--- src/rtl/sync_addr_cam_pkg.sv ---
// Shared definitions for the synchronous address CAM.
//
// Contents:
//   OP_READ .. OP_FLUSH : request opcode encodings carried on req_op (3 bits).
//                         Codes 6 and 7 are reserved.
//   cam_state_t         : controller state. IDLE accepts requests.
//                         INS_ALLOC is the second cycle of an INSERT.
package sync_addr_cam_pkg;

  localparam int OP_W = 3;

  localparam logic [OP_W-1:0] OP_READ   = 3'd0;
  localparam logic [OP_W-1:0] OP_WRITE  = 3'd1;
  localparam logic [OP_W-1:0] OP_SEARCH = 3'd2;
  localparam logic [OP_W-1:0] OP_INSERT = 3'd3;
  localparam logic [OP_W-1:0] OP_INVAL  = 3'd4;
  localparam logic [OP_W-1:0] OP_FLUSH  = 3'd5;

  typedef enum logic [0:0] {
    IDLE      = 1'b0,
    INS_ALLOC = 1'b1
  } cam_state_t;

endpackage

--- src/rtl/sync_addr_cam_lsb_prio_enc.sv ---
// Lowest-set-bit priority encoder.
//
// Ports:
//   vec : input request vector, one bit per CAM entry
//   idx : index of the lowest set bit of vec (0 when vec is all zero)
//   any : 1 when at least one bit of vec is set
//
// The CAM uses one instance on the match vector and another on the inverted
// valid vector. The first gives the lowest matching entry. The second gives
// the lowest free entry.
module lsb_prio_enc
  import sync_addr_cam_pkg::*;
#(
  parameter int ROW_NUM     = 68,
  parameter int ENTRY_WIDTH = 7
) (
  input  logic [ROW_NUM-1:0]     vec,
  output logic [ENTRY_WIDTH-1:0] idx,
  output logic                   any
);

  // Scan from the top down so that the last assignment, which wins, comes
  // from the lowest set bit.
  always_comb begin
    idx = '0;
    any = 1'b0;
    for (int i = ROW_NUM - 1; i >= 0; i--) begin
      if (vec[i]) begin
        idx = ENTRY_WIDTH'(i);
        any = 1'b1;
      end
    end
  end

endmodule

--- src/rtl/sync_addr_cam.sv ---
// Clocked address CAM with ROW_NUM entries of WORD_SIZE-bit keys. Each entry
// has its own valid bit.
//
// Supported operations: read, write, search, invalidate, flush, and an atomic
// search-or-insert. On a miss, the insert allocates the lowest free entry.
//
// Ports:
//   clk, reset          : single clock. Reset is synchronous and active high.
//   req_valid/req_ready : request handshake (see below).
//   req_op              : operation, using the OP_* codes from sync_addr_cam_pkg.
//   req_addr            : entry index for READ, WRITE and INVAL.
//   req_data            : key for WRITE, SEARCH and INSERT.
//   resp_valid          : one-cycle pulse. While it is high, resp_* are valid.
//   resp_hit            : match found, or the addressed entry was valid.
//   resp_multi          : more than one valid entry matched.
//   resp_full           : INSERT missed and no free entry was available.
//   resp_addr           : matched, allocated or addressed index.
//   resp_data           : stored key (READ) or echoed key (SEARCH/INSERT).
//   valid_count         : number of valid entries.
//   full                : valid_count == ROW_NUM.
//
// Handshake: a request is taken on a rising clk edge where
// req_valid & req_ready are both 1. req_ready is high only in IDLE and only
// outside reset. A requester holds req_* stable until that edge. After an
// accepted INSERT, req_ready drops for exactly one cycle. No request can land
// while the allocation is pending, so the match and free vectors captured at
// acceptance are still exact when the write is committed.
//
// Response timing:
//   - READ, WRITE, SEARCH, INVAL and FLUSH respond on the cycle after
//     acceptance.
//   - INSERT responds on the cycle after INS_ALLOC.
//   - Reserved opcodes are consumed silently.
module sync_addr_cam
  import sync_addr_cam_pkg::*;
#(
  parameter int WORD_SIZE   = 16,
  parameter int ROW_NUM     = 68,
  parameter int ENTRY_WIDTH = 7
) (
  input  logic                   clk,
  input  logic                   reset,
  input  logic                   req_valid,
  output logic                   req_ready,
  input  logic [OP_W-1:0]        req_op,
  input  logic [ENTRY_WIDTH-1:0] req_addr,
  input  logic [WORD_SIZE-1:0]   req_data,
  output logic                   resp_valid,
  output logic                   resp_hit,
  output logic                   resp_multi,
  output logic                   resp_full,
  output logic [ENTRY_WIDTH-1:0] resp_addr,
  output logic [WORD_SIZE-1:0]   resp_data,
  output logic [ENTRY_WIDTH:0]   valid_count,
  output logic                   full
);

  // ---------------------------------------------------------------------------
  // Storage
  // ---------------------------------------------------------------------------
  logic [ROW_NUM-1:0]   valid;
  logic [WORD_SIZE-1:0] keys [ROW_NUM];

  cam_state_t state;

  // Values captured when an INSERT is accepted. They are committed in
  // INS_ALLOC.
  logic [WORD_SIZE-1:0]   ins_key;
  logic                   ins_hit;
  logic                   ins_multi;
  logic [ENTRY_WIDTH-1:0] ins_match_idx;
  logic                   ins_free_any;
  logic [ENTRY_WIDTH-1:0] ins_free_idx;

  // ---------------------------------------------------------------------------
  // Request decode
  // ---------------------------------------------------------------------------
  logic                   accept;
  logic                   addr_ok;
  logic [ENTRY_WIDTH-1:0] addr_sel;
  logic                   addr_valid;
  logic [WORD_SIZE-1:0]   addr_key;

  assign req_ready = (state == IDLE) && !reset;
  assign accept    = req_valid && req_ready;

  // Out-of-range addresses are steered to entry 0. addr_ok then masks every
  // effect, so no array is ever indexed past ROW_NUM-1.
  assign addr_ok    = (32'(req_addr) < 32'(ROW_NUM));
  assign addr_sel   = addr_ok ? req_addr : '0;
  assign addr_valid = addr_ok && valid[addr_sel];
  assign addr_key   = keys[addr_sel];

  // ---------------------------------------------------------------------------
  // Associative compare against registered state
  // ---------------------------------------------------------------------------
  logic [ROW_NUM-1:0]     match_vec;
  logic [ROW_NUM-1:0]     free_vec;
  logic [ENTRY_WIDTH-1:0] match_idx;
  logic                   match_any;
  logic [ENTRY_WIDTH-1:0] free_idx;
  logic                   free_any;
  logic                   match_multi;

  always_comb begin
    match_vec = '0;
    for (int i = 0; i < ROW_NUM; i++) begin
      match_vec[i] = valid[i] && (keys[i] == req_data);
    end
  end

  assign free_vec = ~valid;

  // v & (v - 1) clears the lowest set bit. Anything left means at least two
  // entries matched.
  assign match_multi = |(match_vec & (match_vec - ROW_NUM'(1)));

  lsb_prio_enc #(
    .ROW_NUM     (ROW_NUM),
    .ENTRY_WIDTH (ENTRY_WIDTH)
  ) u_match_enc (
    .vec (match_vec),
    .idx (match_idx),
    .any (match_any)
  );

  lsb_prio_enc #(
    .ROW_NUM     (ROW_NUM),
    .ENTRY_WIDTH (ENTRY_WIDTH)
  ) u_free_enc (
    .vec (free_vec),
    .idx (free_idx),
    .any (free_any)
  );

  assign full = (valid_count == (ENTRY_WIDTH+1)'(ROW_NUM));

  // ---------------------------------------------------------------------------
  // Key storage. It has no reset because contents are qualified by valid.
  // ---------------------------------------------------------------------------
  always_ff @(posedge clk) begin
    if (!reset) begin
      if (accept && (req_op == OP_WRITE) && addr_ok) begin
        keys[addr_sel] <= req_data;
      end else if ((state == INS_ALLOC) && !ins_hit && ins_free_any) begin
        keys[ins_free_idx] <= ins_key;
      end
    end
  end

  // ---------------------------------------------------------------------------
  // Controller: valid bits, count, FSM and registered response
  // ---------------------------------------------------------------------------
  always_ff @(posedge clk) begin
    if (reset) begin
      // Reset during INS_ALLOC lands here too, which drops the pending insert.
      state         <= IDLE;
      valid         <= '0;
      valid_count   <= '0;
      resp_valid    <= 1'b0;
      resp_hit      <= 1'b0;
      resp_multi    <= 1'b0;
      resp_full     <= 1'b0;
      resp_addr     <= '0;
      resp_data     <= '0;
      ins_key       <= '0;
      ins_hit       <= 1'b0;
      ins_multi     <= 1'b0;
      ins_match_idx <= '0;
      ins_free_any  <= 1'b0;
      ins_free_idx  <= '0;
    end else begin
      resp_valid <= 1'b0;

      case (state)
        IDLE: begin
          if (accept) begin
            case (req_op)
              OP_READ: begin
                resp_valid <= 1'b1;
                resp_hit   <= addr_valid;
                resp_multi <= 1'b0;
                resp_full  <= 1'b0;
                resp_addr  <= req_addr;
                resp_data  <= addr_valid ? addr_key : '0;
              end

              OP_WRITE: begin
                // No duplicate check. The same key may live in several entries.
                if (addr_ok) begin
                  valid[addr_sel] <= 1'b1;
                  if (!valid[addr_sel]) begin
                    valid_count <= valid_count + (ENTRY_WIDTH+1)'(1);
                  end
                end
                resp_valid <= 1'b1;
                resp_hit   <= addr_valid;
                resp_multi <= 1'b0;
                resp_full  <= 1'b0;
                resp_addr  <= req_addr;
                resp_data  <= '0;
              end

              OP_SEARCH: begin
                resp_valid <= 1'b1;
                resp_hit   <= match_any;
                resp_multi <= match_multi;
                resp_full  <= 1'b0;
                resp_addr  <= match_any ? match_idx : '0;
                resp_data  <= req_data;
              end

              OP_INSERT: begin
                ins_key       <= req_data;
                ins_hit       <= match_any;
                ins_multi     <= match_multi;
                ins_match_idx <= match_idx;
                ins_free_any  <= free_any;
                ins_free_idx  <= free_idx;
                state         <= INS_ALLOC;
              end

              OP_INVAL: begin
                if (addr_valid) begin
                  valid[addr_sel] <= 1'b0;
                  valid_count     <= valid_count - (ENTRY_WIDTH+1)'(1);
                end
                resp_valid <= 1'b1;
                resp_hit   <= addr_valid;
                resp_multi <= 1'b0;
                resp_full  <= 1'b0;
                resp_addr  <= req_addr;
                resp_data  <= '0;
              end

              OP_FLUSH: begin
                valid       <= '0;
                valid_count <= '0;
                resp_valid  <= 1'b1;
                resp_hit    <= 1'b0;
                resp_multi  <= 1'b0;
                resp_full   <= 1'b0;
                resp_addr   <= '0;
                resp_data   <= '0;
              end

              default: begin
                // Reserved opcode: the request is consumed with no effect.
              end
            endcase
          end
        end

        INS_ALLOC: begin
          state      <= IDLE;
          resp_valid <= 1'b1;
          resp_data  <= ins_key;
          if (ins_hit) begin
            resp_hit   <= 1'b1;
            resp_multi <= ins_multi;
            resp_full  <= 1'b0;
            resp_addr  <= ins_match_idx;
          end else if (ins_free_any) begin
            valid[ins_free_idx] <= 1'b1;
            valid_count         <= valid_count + (ENTRY_WIDTH+1)'(1);
            resp_hit            <= 1'b0;
            resp_multi          <= 1'b0;
            resp_full           <= 1'b0;
            resp_addr           <= ins_free_idx;
          end else begin
            resp_hit   <= 1'b0;
            resp_multi <= 1'b0;
            resp_full  <= 1'b1;
            resp_addr  <= '0;
          end
        end

        default: begin
          state <= IDLE;
        end
      endcase
    end
  end

endmodule

--- config.mk ---
export PLATFORM = sky130hd
export DESIGN_NAME = sync_addr_cam
export DESIGN_NICKNAME = d
export VERILOG_FILES = /design/src/rtl/sync_addr_cam_pkg.sv /design/src/rtl/sync_addr_cam_lsb_prio_enc.sv /design/src/rtl/sync_addr_cam.sv
export SDC_FILE = /design/constraint.sdc
export NUM_CORES = 2
export LEC_CHECK = 0
export ABC_CLOCK_PERIOD_IN_PS = 5100
export BUFFER_PORTS_ARGS = -buffer_cell sky130_fd_sc_hd__clkbuf_2
export CORE_MARGIN = 4
export CORE_UTILIZATION = 40
export DETAILED_ROUTE_END_ITERATION = 8
export PLACE_DENSITY = 0.64
export REMOVE_ABC_BUFFERS = 1
export SLEW_MARGIN = 25
export SYNTH_ARGS = -nofsm -noshare
export SYNTH_HDL_FRONTEND = slang
export SYNTH_SLANG_ARGS = --single-unit
export TNS_END_PERCENT = 30
--- constraint.sdc ---
create_clock -name clk -period 5.1 [get_ports clk]
set_clock_uncertainty 0.1 [all_clocks]
set_input_delay 1.02 -clock clk [delete_from_list [all_inputs] [get_ports clk]]
set_output_delay 1.02 -clock clk [all_outputs]
set_load 0.01 [all_outputs]
# Word level (Yosys, flattened, before mapping)

Memories as Yosys holds them, arrays and structs flattened.
Index checks and enable logic that the tools add are counted.

$add $sub $neg: 3
$lt $le $gt $ge: 5
Equality and inequality tests: 85
Multiplexer cells: 333
Bitwise logic cells: 7
Reductions and logical operators: 93

Operators with widths:

| kind                                                 | count |
|---|---|
| equality test 16 bit                                 | 68 |
| two-way mux 7 bit                                    | 142 |
| two-way mux 68 bit                                   | 5 |
| one-hot mux 68 bit (3 select lines)                  | 1 |
| two-way mux 1 bit                                    | 159 |
| AND 68 bit                                           | 2 |
| NOT 68 bit                                           | 2 |
| OR 68 bit                                            | 2 |
| one-hot mux 68 bit (2 select lines)                  | 1 |
| logical AND 1 bit                                    | 77 |
| OR reduction 68 bit                                  | 1 |
| subtractor 68 x 1 -> 68 bit (second input constant)  | 1 |
| two-way mux 16 bit                                   | 3 |
| two-way mux 8 bit                                    | 6 |
| one-hot mux 16 bit (3 select lines)                  | 1 |
| one-hot mux 16 bit (2 select lines)                  | 1 |
| one-hot mux 8 bit (3 select lines)                   | 1 |
| one-hot mux 7 bit (3 select lines)                   | 1 |
| < comparator 7 x 8 -> 1 bit (second input constant)  | 2 |
| one-hot mux 8 bit (2 select lines)                   | 1 |
| OR reduction 16 bit                                  | 1 |
| demux 1 bit (select 7 bit)                           | 2 |
| >= comparator 7 x 1 -> 1 bit (second input constant) | 2 |
| one-hot mux 7 bit (2 select lines)                   | 1 |
| 26 further kinds                                     | 43 |

Flip-flop bits (word level): 137
Bits in writable memories: 1,088
Input port bits: 29
Memories kept: 1

Memories:

| memory | depth | width | rd ports | clocked after memory_dff | write ports | line                | RTL |
|---|---|---|---|---|---|---|---|
| keys   | 68    | 16    | 69       | 0                        | 1           | sync_addr_cam.sv:62 | `logic [WORD_SIZE-1:0] keys [ROW_NUM];` |

# Depth between registers and ports, before layout

Word-level depth: 74
Mapped depth: 18
Gate-level depth less buffers: 13

# By module

A second synthesis with hierarchy kept.

Cells, all modules: 5,970
Area, all modules: 69,391.6 sq um

Modules (own cells, without submodules):

| module        | times used | cells each | area an instance (sq um) | sequential area each (sq um) |
|---|---|---|---|---|
| sync_addr_cam | 1          | 5,666      | 67,732.5                 | 37,996.4 |
| lsb_prio_enc  | 2          | 152        | 829.5                    | 0.0 |

# Least setup slack after synthesis

OpenSTA, ideal clock, no wires.

Kind: in2reg
Start point: input port req_addr[4]
End point: memory keys[23][0] (enable)
Library setup time: 0.388 ns
Data arrival time: 4.053 ns
Required time: 4.612 ns
Setup slack: 0.559 ns
Stages on the path: 10
Path buffers: 5
Cells stage by stage: buf_4 -> o41ai_4 -> nand2_1 -> clkbuf_1 -> clkbuf_1 -> clkbuf_1 -> o21ai_1 -> nand4_1 -> clkbuf_1 -> nor2_1

Word-level cells in the longest chain between the ends: 7
Elaborated cells on any way between the ends: 12

RTL lines:

| item                                                                    | line                 | RTL |
|---|---|---|
| from (decl)                                                             | sync_addr_cam.sv:46  | `input logic [ENTRY_WIDTH-1:0] req_addr,` |
| < comparator 7 bit                                                      | sync_addr_cam.sv:89  | `assign addr_ok = (32'(req_addr) < 32'(ROW_NUM));` |
| logical AND 1 bit                                                       | sync_addr_cam.sv:143 | `if (accept && (req_op == OP_WRITE) && addr_ok) begin` |
| two-way mux 1 bit                                                       | sync_addr_cam.sv:143 |  |
| two-way mux 1 bit                                                       | sync_addr_cam.sv:142 | `if (!reset) begin` |
| two-way mux 1 bit (implied by the code)                                 | sync_addr_cam.sv:146 | `keys[ins_free_idx] <= ins_key;` |
| OR reduction 16 bit (no source line)                                    | --                   |  |
| two-way mux 7 bit (no source line) or two-way mux 1 bit (tied branches) | --                   |  |
| to (decl)                                                               | sync_addr_cam.sv:62  |  |

Several ways; a longest one is shown, not always the timed one.

# Worst setup path in the final report

Start point: input port req_data[13]
End point: register resp_addr[0]

Word-level cells in the longest chain between the ends: 74
Elaborated cells on any way between the ends: 276

RTL lines:

| item                                                                  | line                             | RTL |
|---|---|---|
| from (decl)                                                           | sync_addr_cam.sv:47              | `input logic [WORD_SIZE-1:0] req_data,` |
| equality test 16 bit                                                  | sync_addr_cam.sv:108             | `match_vec[i] = valid[i] && (keys[i] == req_data);` |
| logical AND 1 bit                                                     | sync_addr_cam.sv:108             |  |
| two-way mux 7 bit or two-way mux 1 bit (tied branches) (68 in series) | sync_addr_cam_lsb_prio_enc.sv:28 | `if (vec[i]) begin` |
| two-way mux 7 bit (*)                                                 | sync_addr_cam.sv:209             | `resp_addr <= match_any ? match_idx : '0;` |
| one-hot mux 7 bit (3 select lines) (*)                                | sync_addr_cam.sv:178             | `case (req_op)` |
| two-way mux 7 bit (*)                                                 | sync_addr_cam.sv:177             | `if (accept) begin` |
| one-hot mux 7 bit (2 select lines) (*)                                | sync_addr_cam.sv:175             | `case (state)` |
| to (signal assigned)                                                  | sync_addr_cam.sv:184             | `resp_addr <= req_addr;` |
| to (signal assigned)                                                  | sync_addr_cam.sv:200             | `resp_addr <= req_addr;` |
| to (signal assigned)                                                  | sync_addr_cam.sv:209             |  |
| to (decl)                                                             | sync_addr_cam.sv:52              | `output logic [ENTRY_WIDTH-1:0] resp_addr,` |

Mark *: on every way between the ends. The rest lies on a longest branch, timed or not. The select of a mux whose other input is x is not followed.
A chain may end at the register's enable or synchronous reset.

==> impl_metrics.yaml <==
status:
  status: "completed"
synthesis:
  synth.ff_latch_count: 1485
  yosysSeqAreaShare_pct: 54.0
  ys_top_cells_by_area: "edfxtp_1 (51%), xnor2_1 (6.4%), xor2_1 (5.5%)"
  syn_inst: 7451
  synth_top_area_share_pct: 50.6
  synth.distinct_cells: 99
  netlist_area_sq_um: 80000
  synth_area_per_cell_sq_um: 10.7
  synth_largest_area_cell: "edfxtp_1"
  synth_warnings: 0
  synth-edff-count: 1348
  synth_ff_type: "edfxtp_1"
  ys_async_sr_fraction_pct: 0
critical_path:
  worst_path_max_delay_cell: "or4b_2"
  crit_fanout: 22
  crit_family: "compound AO/OA/AOI/OAI gates"
  cp.required_ps: 5760
  critPathBufInv: 4
  cp-end-kind: "flop"
  reg2reg_slack_ps: 230
  worstSetupPathType: "primary input to flop"
  path_cells: "buf_4 > buf_12 > buf_12 > xor2_1 > or4b_1 > nor2_1 > or4b_2 > nand4_1 > a21oi_1 > o21ai_2 > a221oi_2 > buf_4 > o31a_1 > o211ai_1 > a41o_1 > o21ai_1 > a32o_1"
  reg2reg_depth: 15
  r2r_start: "keys[52][2]"
  cp_slowest_stage_delay_ps: 750
  r2r_end: "resp_addr[0]"
  cp.arrival_ps: 5690
  startpoint_type: "primary input"
power:
  power.share.combinational_pct: 11.8
  powerDensity_nw_per_um2: 309
  p_leak_nw: 33.0
  clkPwrFrac_pct: 43.6
  switching_share_pct: 26.7
  p_int_mw: 21.9
  power.switching_mw: 7.98
  power_mw: 29.9
  power_frac_seq_pct: 44.7
  vdd_drop_max_uv: 351
timing:
  setup_viol: 0
  rsz0062_at_grt: "false"
  slew_headroom_pct: 23.6
  period_share_pct: 98.7
  finalHoldViolations: 0
  worst-slew-pin-transition_ps: 1140
  finalMaxSlewViolations: 0
  min_period_ps: 5030
  holdWs_ps: 349
  fmax_ghz: 0.199
global_routing:
  grt_max_degree: 73
  use_met2_pct: 55.7
  antenna_found_initial: 29
  grt_pass1_vias: 66500
  grt_overflow: 0
  gr-usage-met1_pct: 50.9
  grt_usage_pct: 37.9
  grt_busiest_layer: "met2"
  grt_pass1_wl_um: 546000
  met3_usage_pct: 10.5
route:
  drc_errors: 0
  drt-total-wl_um: 404000
  postRouteAntennaNets: 0
  wire_per_inst_um: 36.4
  dr.first_iter.drc_count: 11400
  vias_per_cell: 6.42
  vias: 71100
  firstDrtPassIters: 6
cts:
  cts_buffers: 172
  clockRootBuffer: "clkbuf_16"
  htreeDepth: 4
  cts.path.max_buffers: 3
  clock_latency_ps: 870
  clk_pin_slew_ps: 60
  cts_tree: "yes"
  cts.sinks: 1485
hold_path:
  hp-start: "resp_data[7]"
  whs_path_depth: 2
  worstHoldEndpoint: "resp_data[7]"
  hold_class: "flop to flop"
place:
  gp_congestion: 1.05
  port_buffers: 65
  dp_hpwl_um: 300000
floorplanning:
  coreArea_sq_um: 198000
  start_util_pct: 40.4
  rows: 163
  fp.dieH_um: 455
  design.die.area_sq_um: 207000
  io_pins: 66
  die_w_um: 455
layout:
  drive_gt1_share_pct: 18.5
  post-route-util_pct: 48.9
  final_nets: 8312
  areaGrowthSynthToFinish_pct: 21.1
flow_run:
  cap_violations: 0
-- what timing repair did --
item	4_1_cts	5_1_grt
gates resized for setup	1	1
hold buffers	0	0
endpoints found under the setup margin	1	2
pin swaps	0	0
buffers inserted	0	0
-- how the worst max path moves through the flow --
stage                 startpoint      endpoint  slack, ps  depth (start not counted)
floorplan            req_addr[5]  resp_data[5]     -11200                         13
global placement    req_data[13]  resp_addr[0]      -1000                         17
detailed placement  req_data[13]  resp_addr[0]       -950                         17
CTS                 req_data[14]  resp_addr[0]        110                         19
global route         req_data[8]  resp_addr[0]        100                         19
finish              req_data[13]  resp_addr[0]         70                         17
-- cells by family (layout without fill, tap and decap cells) --
kind of cell / after synthesis / in the layout / share of synthesized area (%)
other cells: 0 / 14 / 0
simple gates: 2896 / 2896 / 18.0
buf+inv: 547 / 1523 / 3.75
compound gates: 1299 / 1299 / 10.5
xor+xnor: 1090 / 1090 / 11.9
flops: 1485 / 1485 / 54.0
mux: 127 / 127 / 1.71
fa+ha+maj: 7 / 7 / 0.0985
-- per-layer routing --
metal	vias to the layer above	part of all wire (%)
met3	1051	12
li1	29600	-
met2	4973	42
met4	20	6.4
met5	-	0.091
met1	35500	39
-- final cells by class --
cell class / instances / area, sq um
Antenna cell: 14 / 35.0
Clock buffer: 205 / 4540
Clock inverter: 116 / 1360
Fill cell: 18000 / 101000
Inverter: 38 / 143
Multi-Input combinational cell: 5419 / 34000
Sequential cell: 1485 / 43200
Tap cell: 2640 / 3300
Timing Repair Buffer: 1164 / 10200
-- sequential cells by signal, summed over array words and instances, names as in the netlist, 7 cells and up --
register and cells:
keys 1348, valid 68, ins_key 16, resp_data 16
valid_count 8, ins_free_idx 7, ins_match_idx 7, resp_addr 7
-- layout by cell type (no fill, tap or decap), types with 25 or more instances in the layout --
| cell | n |
|---|---|
| nor4b_1 | 42 |
| o22ai_1 | 261 |
| inv_1 | 36 |
| xor2_1 | 502 |
| nor3_1 | 87 |
| nand2b_1 | 25 |
| a21oi_1 | 262 |
| nand3_1 | 307 |
| xnor2_1 | 588 |
| o211ai_1 | 31 |
| a32oi_1 | 78 |
| nand3b_1 | 25 |
| nand4b_1 | 58 |
| and3_1 | 70 |
| nor3b_1 | 29 |
| mux2i_1 | 102 |
| nand2_1 | 1162 |
| dfxtp_1 | 136 |
| a31oi_1 | 229 |
| nand4_1 | 226 |
| nor4_1 | 188 |
| buf_12 | 130 |
| clkinv_2 | 28 |
| nor2_1 | 410 |
| a211oi_1 | 78 |
| or4_1 | 72 |
| clkbuf_16 | 174 |
| clkinv_1 | 31 |
| edfxtp_1 | 1348 |
| or2_2 | 46 |
| o21ai_0 | 161 |
| and4_1 | 51 |
| clkbuf_2 | 48 |
| buf_4 | 985 |
-- cell usage after synthesis, types with 17 or more instances --
library cell / count
o41ai_1: 22
or2_2: 46
a32oi_1: 78
nor2b_1: 17
a21oi_1: 263
dfxtp_1: 137
clkbuf_1: 294
and4_1: 51
o211ai_1: 31
mux2_2: 19
xnor2_1: 588
or4_1: 72
nor2_1: 413
nand4_1: 226
nand4b_1: 58
nand2_1: 1163
inv_1: 36
and3_1: 70
buf_4: 45
a211oi_1: 78
nand3b_1: 25
buf_1: 47
mux2i_1: 102
nor4b_1: 42
buf_2: 36
nor3_1: 88
a31oi_1: 229
nand2b_1: 26
xor2_1: 502
edfxtp_1: 1348
nand3_1: 308
nor3b_1: 32
o22ai_1: 261
nor4_1: 192
buf_6: 69
o21ai_0: 162
-- worst reg2reg max path, delay by kind of cell, from the launching register on --
kind                   cells  cell delay, ps
AND/OR/NAND/NOR            4            1360
flip-flops                 1             600
XOR/XNOR                   1             350
AO/OA/AOI/OAI              8            1980
buffers and inverters      2             400
-- power by group through the flow --
stage | registers [mW] | clock network (mW) | logic (mW)
2_1_floorplan | 13.6 | 0 | 1.58
3_3_place_gp | 13.6 | 0 | 3.38
3_5_place_dp | 13.6 | 0 | 3.38
4_1_cts | 13.4 | 13.1 | 3.39
5_1_grt | 13.4 | 13.6 | 3.58
6_report | 13.4 | 13.0 | 3.52
-- stage by stage --
stage	worst slack, ps	setup TNS, ps	instance area [sq um]	std cells
finish	66.7	0	96900	11100
global route	100	0	96800	11100
CTS	110	0	96800	11100
detailed placement	-950	-4080	90900	10700
global placement	-1000	-4540	90900	10700
floorplan	-11200	-9830250	77200	6942
(Power assumes the default switching activity.)
